<file path="config.mk">
export PLATFORM = sky130hd
export DESIGN_NAME = seq_alu
export DESIGN_NICKNAME = d
export VERILOG_FILES = /design/src/rtl/seq_alu.sv
export SDC_FILE = /design/constraint.sdc
export NUM_CORES = 1
export LEC_CHECK = 0
export ABC_AREA = 1
export CAP_MARGIN = 10
export CORE_MARGIN = 2
export CORE_UTILIZATION = 55
export DETAILED_ROUTE_END_ITERATION = 10
export PLACE_DENSITY = 0.78
export SETUP_SLACK_MARGIN = 0.15
export SLEW_MARGIN = 25
export SYNTH_ARGS = -nofsm -noshare
export SYNTH_HDL_FRONTEND = slang
export SYNTH_SLANG_ARGS = --single-unit
export TNS_END_PERCENT = 50
</file>
<file path="constraint.sdc">
create_clock -name CLK -period 2.21 [get_ports CLK]
set_input_delay 0.221 -clock CLK [delete_from_list [all_inputs] [get_ports CLK]]
set_output_delay 0.221 -clock CLK [all_outputs]
set_load 0.1 [all_outputs]
</file>
<file path="src/rtl/seq_alu.sv">
// Multi-cycle ALU with START/BUSY/DONE handshake: single-cycle logic ops,
// iterative shift-add multiply and bit-serial shifts, full ZNCV flag set.
module seq_alu #(
   parameter int unsigned WIDTH  = 8,
   parameter bit          MUL_EN = 1'b1
) (
   input  logic             CLK,
   input  logic             RESET,
   input  logic             START,
   input  logic [2:0]       SELECT,
   input  logic [WIDTH-1:0] DATA1,
   input  logic [WIDTH-1:0] DATA2,
   output logic [WIDTH-1:0] RESULT,
   output logic             ZERO,
   output logic             NEG,
   output logic             CARRY,
   output logic             OVF,
   output logic             BUSY,
   output logic             DONE,
   output logic             ERR
);
   localparam int unsigned SHW = $clog2(WIDTH);
   localparam int unsigned CW  = $clog2(WIDTH + 1);
   localparam int unsigned PW  = 2 * WIDTH;

   typedef enum logic {S_IDLE = 1'b0, S_RUN = 1'b1} state_t;

   state_t           state_q;
   logic [2:0]       op_q;
   logic [CW-1:0]    cnt_q;
   logic [PW-1:0]    acc_q;
   logic [PW-1:0]    mcand_q;
   logic [WIDTH-1:0] work_q;
   logic [WIDTH-1:0] result_q;
   logic             zero_q, neg_q, carry_q, ovf_q, busy_q, done_q, err_q;

   logic [SHW-1:0]   amt;
   logic [WIDTH:0]   sum, diff;
   logic [WIDTH-1:0] sc_res;
   logic             sc_c, sc_v, sc_err, sc_multi;
   logic [PW-1:0]    acc_nx;
   logic [WIDTH-1:0] work_nx, fin_res;
   logic             work_out, fin_c, fin_v;

   assign amt  = DATA2[SHW-1:0];
   assign sum  = {1'b0, DATA1} + {1'b0, DATA2};
   assign diff = {1'b0, DATA1} - {1'b0, DATA2};

   // Result and flags for ops that complete at the accepting edge
   always_comb begin : single_cycle
      sc_res   = '0;
      sc_c     = 1'b0;
      sc_v     = 1'b0;
      sc_err   = 1'b0;
      sc_multi = 1'b0;
      case (SELECT)
         3'b000: sc_res = DATA2;
         3'b001: begin
            sc_res = sum[WIDTH-1:0];
            sc_c   = sum[WIDTH];
            sc_v   = (DATA1[WIDTH-1] == DATA2[WIDTH-1]) && (sum[WIDTH-1] != DATA1[WIDTH-1]);
         end
         3'b010: sc_res = DATA1 & DATA2;
         3'b011: sc_res = DATA1 | DATA2;
         3'b100: begin
            sc_res = diff[WIDTH-1:0];
            sc_c   = ~diff[WIDTH];
            sc_v   = (DATA1[WIDTH-1] != DATA2[WIDTH-1]) && (diff[WIDTH-1] != DATA1[WIDTH-1]);
         end
         3'b101: begin
            if (MUL_EN) sc_multi = 1'b1;
            else        sc_err   = 1'b1;
         end
         default: begin
            if (amt != '0) sc_multi = 1'b1;
            else           sc_res   = DATA1;
         end
      endcase
   end

   // One iteration of the running op, plus the values committed on its last step
   always_comb begin : iterate
      acc_nx   = acc_q + (work_q[0] ? mcand_q : '0);
      work_nx  = {work_q[WIDTH-2:0], 1'b0};
      work_out = work_q[WIDTH-1];
      if (op_q == 3'b111) begin
         work_nx  = {work_q[WIDTH-1], work_q[WIDTH-1:1]};
         work_out = work_q[0];
      end
      fin_res = work_nx;
      fin_c   = work_out;
      fin_v   = 1'b0;
      if (op_q == 3'b101) begin
         fin_res = acc_nx[WIDTH-1:0];
         fin_c   = |acc_nx[PW-1:WIDTH];
         fin_v   = fin_c;
      end
   end

   always_ff @(posedge CLK or negedge RESET) begin
      if (!RESET) begin
         state_q  <= S_IDLE;
         op_q     <= '0;
         cnt_q    <= '0;
         acc_q    <= '0;
         mcand_q  <= '0;
         work_q   <= '0;
         result_q <= '0;
         zero_q   <= 1'b0;
         neg_q    <= 1'b0;
         carry_q  <= 1'b0;
         ovf_q    <= 1'b0;
         busy_q   <= 1'b0;
         done_q   <= 1'b0;
         err_q    <= 1'b0;
      end else begin
         done_q <= 1'b0;
         err_q  <= 1'b0;
         case (state_q)
            S_IDLE: begin
               if (START) begin
                  if (sc_multi) begin
                     state_q <= S_RUN;
                     busy_q  <= 1'b1;
                     op_q    <= SELECT;
                     acc_q   <= '0;
                     mcand_q <= PW'(DATA1);
                     if (SELECT == 3'b101) begin
                        cnt_q  <= CW'(WIDTH);
                        work_q <= DATA2;
                     end else begin
                        cnt_q  <= CW'(amt);
                        work_q <= DATA1;
                     end
                  end else begin
                     result_q <= sc_res;
                     zero_q   <= (sc_res == '0);
                     neg_q    <= sc_res[WIDTH-1];
                     carry_q  <= sc_c;
                     ovf_q    <= sc_v;
                     done_q   <= 1'b1;
                     err_q    <= sc_err;
                  end
               end
            end
            S_RUN: begin
               cnt_q   <= cnt_q - CW'(1);
               acc_q   <= acc_nx;
               mcand_q <= mcand_q << 1;
               work_q  <= (op_q == 3'b101) ? (work_q >> 1) : work_nx;
               if (cnt_q == CW'(1)) begin
                  state_q  <= S_IDLE;
                  busy_q   <= 1'b0;
                  result_q <= fin_res;
                  zero_q   <= (fin_res == '0);
                  neg_q    <= fin_res[WIDTH-1];
                  carry_q  <= fin_c;
                  ovf_q    <= fin_v;
                  done_q   <= 1'b1;
               end
            end
         endcase
      end
   end

   assign RESULT = result_q;
   assign ZERO   = zero_q;
   assign NEG    = neg_q;
   assign CARRY  = carry_q;
   assign OVF    = ovf_q;
   assign BUSY   = busy_q;
   assign DONE   = done_q;
   assign ERR    = err_q;

endmodule

</file>
==> impl_metrics.prom <==
# TYPE chip_impl_metric gauge
chip_impl_info{name="outcome",value="finished, violations left"} 1
chip_impl_info{name="failed_checks",value="setup timing"} 1
chip_impl_metric{name="worst_ep_required_time",unit="ns"} 2.45
chip_impl_metric{name="share_seq_of_total_power",unit=""} 0.249
chip_impl_metric{name="grt_use_total",unit=""} 0.331
chip_impl_info{name="timing_worst_setup_path_type",value="flip-flop to flip-flop"} 1
chip_impl_info{name="synth.cells.most_frequent",value="nand2_1 (217), inv_1 (127), nor2_1 (64)"} 1
chip_impl_metric{name="synth_cells",unit=""} 796
chip_impl_info{name="synthTopCellsByArea",value="dfrtp_1 (28%), nand2_1 (15%), ha_1 (9.6%)"} 1
chip_impl_info{name="setup_crit_start_kind",value="flip-flop"} 1
chip_impl_metric{name="cellLeakagePower",unit="nW"} 3.86
chip_impl_metric{name="path_max_fanout",unit=""} 5
chip_impl_metric{name="synthesis.yosys.warnings",unit=""} 0
chip_impl_metric{name="dp.final_hpwl",unit="µm"} 13600
chip_impl_metric{name="avgSynthCellArea",unit="µm²"} 6.85
chip_impl_info{name="worstHoldPathType",value="input pin to async pin"} 1
chip_impl_metric{name="clk-insertion-delay-late",unit="ns"} 0.35
chip_impl_info{name="yosysTopAreaCell",value="dfrtp_1"} 1
chip_impl_metric{name="slew_headroom",unit=""} 0.651
chip_impl_metric{name="setup-violations-final",unit=""} 6
chip_impl_metric{name="finalInstanceArea",unit="mm²"} 0.00731
chip_impl_metric{name="cts.clk_slew.worst_paths",unit="ns"} 0.07
chip_impl_metric{name="finalMaxSlewViolations",unit=""} 0
chip_impl_metric{name="synth.distinct_cells",unit=""} 48
chip_impl_metric{name="dieArea",unit="mm²"} 0.0107
chip_impl_metric{name="asyncSetResetFlopFracSynth",unit=""} 1.00
chip_impl_metric{name="ctsLongestPathBuffers",unit=""} 2
chip_impl_metric{name="syn_nets",unit=""} 863
chip_impl_info{name="synth_most_common_cell",value="nand2_1"} 1
chip_impl_metric{name="switching_power",unit="mW"} 3.83
chip_impl_metric{name="route.antenna.remaining_nets",unit=""} 0
chip_impl_metric{name="ioPinCount",unit=""} 37
chip_impl_info{name="cp-end-kind",value="flip-flop"} 1
chip_impl_metric{name="gp_routability_congestion",unit=""} 0.990
chip_impl_metric{name="wl",unit="µm"} 17500
chip_impl_info{name="tritoncts_clock_tree",value="done"} 1
chip_impl_metric{name="htree_num_levels",unit=""} 3
chip_impl_metric{name="worst_slack",unit="ns"} -0.179
chip_impl_metric{name="setup.reg_to_reg.worst_slack",unit="ns"} -0.18
chip_impl_metric{name="routed_wl_per_cell",unit="µm"} 16.2
chip_impl_metric{name="die_h",unit="µm"} 104
chip_impl_metric{name="final.setup.tns",unit="ns"} -0.683
chip_impl_metric{name="n_fill_cell",unit=""} 736
chip_impl_metric{name="ff2ff_path_depth",unit=""} 15
chip_impl_metric{name="maxCapViolations",unit=""} 0
chip_impl_metric{name="cp_data_arrival_time",unit="ns"} 2.63
chip_impl_metric{name="netlist.area_leader.share",unit=""} 0.280
chip_impl_metric{name="min_clock_period_post_route",unit="ns"} 2.39
chip_impl_metric{name="grt_antenna_before_repair",unit=""} 0
chip_impl_metric{name="std_cell_rows",unit=""} 36
chip_impl_metric{name="routed_via_density",unit=""} 5.58
chip_impl_info{name="cts_root_buf",value="clkbuf_8"} 1
chip_impl_metric{name="placeableCoreArea",unit="mm²"} 0.00968
chip_impl_metric{name="synth_enable_flop_cells",unit=""} 0
chip_impl_metric{name="drc",unit=""} 0
chip_impl_metric{name="start_util",unit=""} 0.563
chip_impl_metric{name="drt_pass1_iterations",unit=""} 7
chip_impl_metric{name="timing.final.crit_share",unit=""} 1.08
chip_impl_metric{name="cellPowerDensity",unit="mW/mm²"} 1060
chip_impl_metric{name="grt_overflow",unit=""} 0
chip_impl_metric{name="placed_area",unit="mm²"} 0.00677
chip_impl_metric{name="die_w",unit="µm"} 104
chip_impl_metric{name="drive_gt1_frac",unit=""} 0.282
chip_impl_info{name="rr_endpoint",value="OVF$_DFFE_PN0P_"} 1
chip_impl_metric{name="first_iter_violations",unit=""} 449
chip_impl_info{name="ys.flop_type",value="dfrtp_1"} 1
chip_impl_metric{name="grt_start_max_net_pins",unit=""} 39
chip_impl_info{name="reg2reg_from",value="work_q[0]$_DFFE_PN0P_"} 1
chip_impl_metric{name="detailroute.via_count",unit=""} 6022
chip_impl_metric{name="combPwrFrac",unit=""} 0.627
chip_impl_metric{name="vias_in_the_first_global_route",unit=""} 6033
chip_impl_metric{name="power.clock.fraction",unit=""} 0.124
chip_impl_metric{name="timing.clock.skew",unit="ns"} 0.0120
chip_impl_metric{name="transition_at_the_pin_with_the_smallest_max_transition_slack",unit="ns"} 0.523
chip_impl_metric{name="synth_area",unit="mm²"} 0.00546
chip_impl_metric{name="p_sw_frac",unit=""} 0.497
chip_impl_metric{name="synth-seq-cells",unit=""} 61
chip_impl_metric{name="cell_internal_pwr",unit="mW"} 3.88
chip_impl_metric{name="timing.fmax",unit="GHz"} 0.419
chip_impl_metric{name="cts.sink_count",unit=""} 61
chip_impl_metric{name="power.ir.vdd_worst",unit="µV"} 805
chip_impl_metric{name="first_pass_grt_wire_length",unit="µm"} 28600
chip_impl_metric{name="io_buffers",unit=""} 35
chip_impl_metric{name="synth_seq_area_share",unit=""} 0.280
chip_impl_metric{name="num-nets-final",unit=""} 1010
chip_impl_metric{name="n_antenna_cell",unit=""} 0
chip_impl_metric{name="synthesis_to_layout_area_growth",unit="%"} 34.0
chip_impl_metric{name="tritoncts.num_buffers",unit=""} 9
chip_impl_info{name="grt_setup_unrepaired",value="true"} 1
chip_impl_metric{name="hold_viol",unit=""} 0
[cell type report]
type	instances	area (µm²)	area share
clock buffer	10	128	0.0175
clock inverter	5	52.6	0.00719
inverter	136	513	0.0702
multi-input combinational	574	3630	0.496
sequential	61	1530	0.209
tap	133	166	0.0228
timing repair buffer	161	1290	0.177
[cell usage in the layout (no fill, tap or decap), types with 4 or more instances in the layout]
cell type and n:
ha_1 30, o221ai_1 4, nand3_2 10, o21ai_0 31, nor2_1 52, ha_4 12
a21oi_1 24, dfrtp_1 60, a22o_1 7, nand2_1 195, a22oi_1 7, o21ai_1 14
nand3_1 53, xor2_1 5, inv_1 124, nor2_2 13, nand2_2 26, buf_4 134
clkbuf_8 9, o22ai_1 15, nand4_1 17, nor3_1 4, a21oi_2 8, clkdlybuf4s50_1 20
o221ai_2 9, nor2_4 4, inv_2 10
[power groups by stage]
| stage | Clock [mW] | Sequential [mW] | Combinational, mW |
|---|---|---|---|
| after floorplan | 0 | 2.60 | 2.27 |
| after global placement | 0 | 1.88 | 4.32 |
| after detailed placement | 0 | 1.90 | 4.43 |
| after CTS | 0.960 | 1.91 | 4.64 |
| after global routing | 1.02 | 1.96 | 5.17 |
| final | 0.959 | 1.92 | 4.84 |
[metrics by stage]
step | setup WS, ns | std cells | hold slack, ns | power, mW | util
floorplan | 0.0971 | 796 | -0.0746 | 4.86 | -
global placement | -0.388 | 1059 | 0.0421 | 6.20 | 0.699
detailed placement | -0.423 | 1059 | 0.0518 | 6.33 | 0.699
CTS | -0.165 | 1079 | 0.206 | 7.51 | 0.743
global route | -0.294 | 1080 | 0.238 | 8.16 | 0.755
finish | -0.179 | 1080 | 0.256 | 7.72 | 0.755
[flip-flops by register name (all words and copies together) (netlist names)]
register / flops
ZERO: 1
cnt_q: 4
work_q: 8
OVF: 1
CARRY: 1
mcand_q: 16
RESULT: 7
state_q: 1
NEG: 1
DONE: 1
BUSY: 1
op_q: 3
acc_q: 16
[how the worst max path moves through the flow]
stage / start / end / slack, ns
after detailed placement: DATA1[3] / RESULT[5]$_DFFE_PN0P_ / -0.42
after global placement: DATA1[3] / RESULT[5]$_DFFE_PN0P_ / -0.39
after global routing: work_q[0]$_DFFE_PN0P_ / CARRY$_DFFE_PN0P_ / -0.29
after CTS: work_q[0]$_DFFE_PN0P_ / CARRY$_DFFE_PN0P_ / -0.17
after floorplan: work_q[0]$_DFFE_PN0P_ / ZERO$_DFFE_PN0P_ / 0.1
final: work_q[0]$_DFFE_PN0P_ / OVF$_DFFE_PN0P_ / -0.18
[critical path, stage by stage (launching register included)]
cell,delay (ns)
dfrtp_2,0.45
nand2_2,0.10
inv_2,0.05
ha_4,0.16
fa_2,0.38
buf_4,0.17
nand3_1,0.13
nand4_1,0.11
nand2_1,0.12
nand2_1,0.08
nor2_2,0.14
nand3_2,0.12
nand2_2,0.10
nand2_1,0.06
nand2_1,0.06
nand2_1,0.05
[cells by family (layout without fill, tap and decap cells)]
family          Yosys count  count (layout)  synth area share
other cells               1               1          0.000687
xor+xnor                  8               8            0.0128
fa+ha+maj                45              45             0.107
buf+inv                 161             312             0.123
flops                    61              61             0.280
simple gates            390             390             0.315
compound gates          130             130             0.161
[per-layer routing]
metal | wire (µm) | global-route usage | share of wire | vias up
met3 | 1000 | 0.0485 | 0.057 | 51
met1 | 7100 | 0.400 | 0.40 | 2858
li1 | - | - | - | 2885
met2 | 8710 | 0.584 | 0.50 | 228
met5 | 0 | 0 | 0 | -
met4 | 729 | 0.148 | 0.042 | 0
[repair_timing]
| action | in CTS | in global routing |
|---|---|---|
| pin swaps | 22 | 20 |
| hold endpoints to repair | 4 | 0 |
| endpoints found under the setup margin | 18 | 21 |
| setup buffers | 4 | 1 |
| hold buffers | 1 | 0 |
| gates resized for setup | 40 | 34 |
No activity file was read; power rests on OpenSTA's default activity.
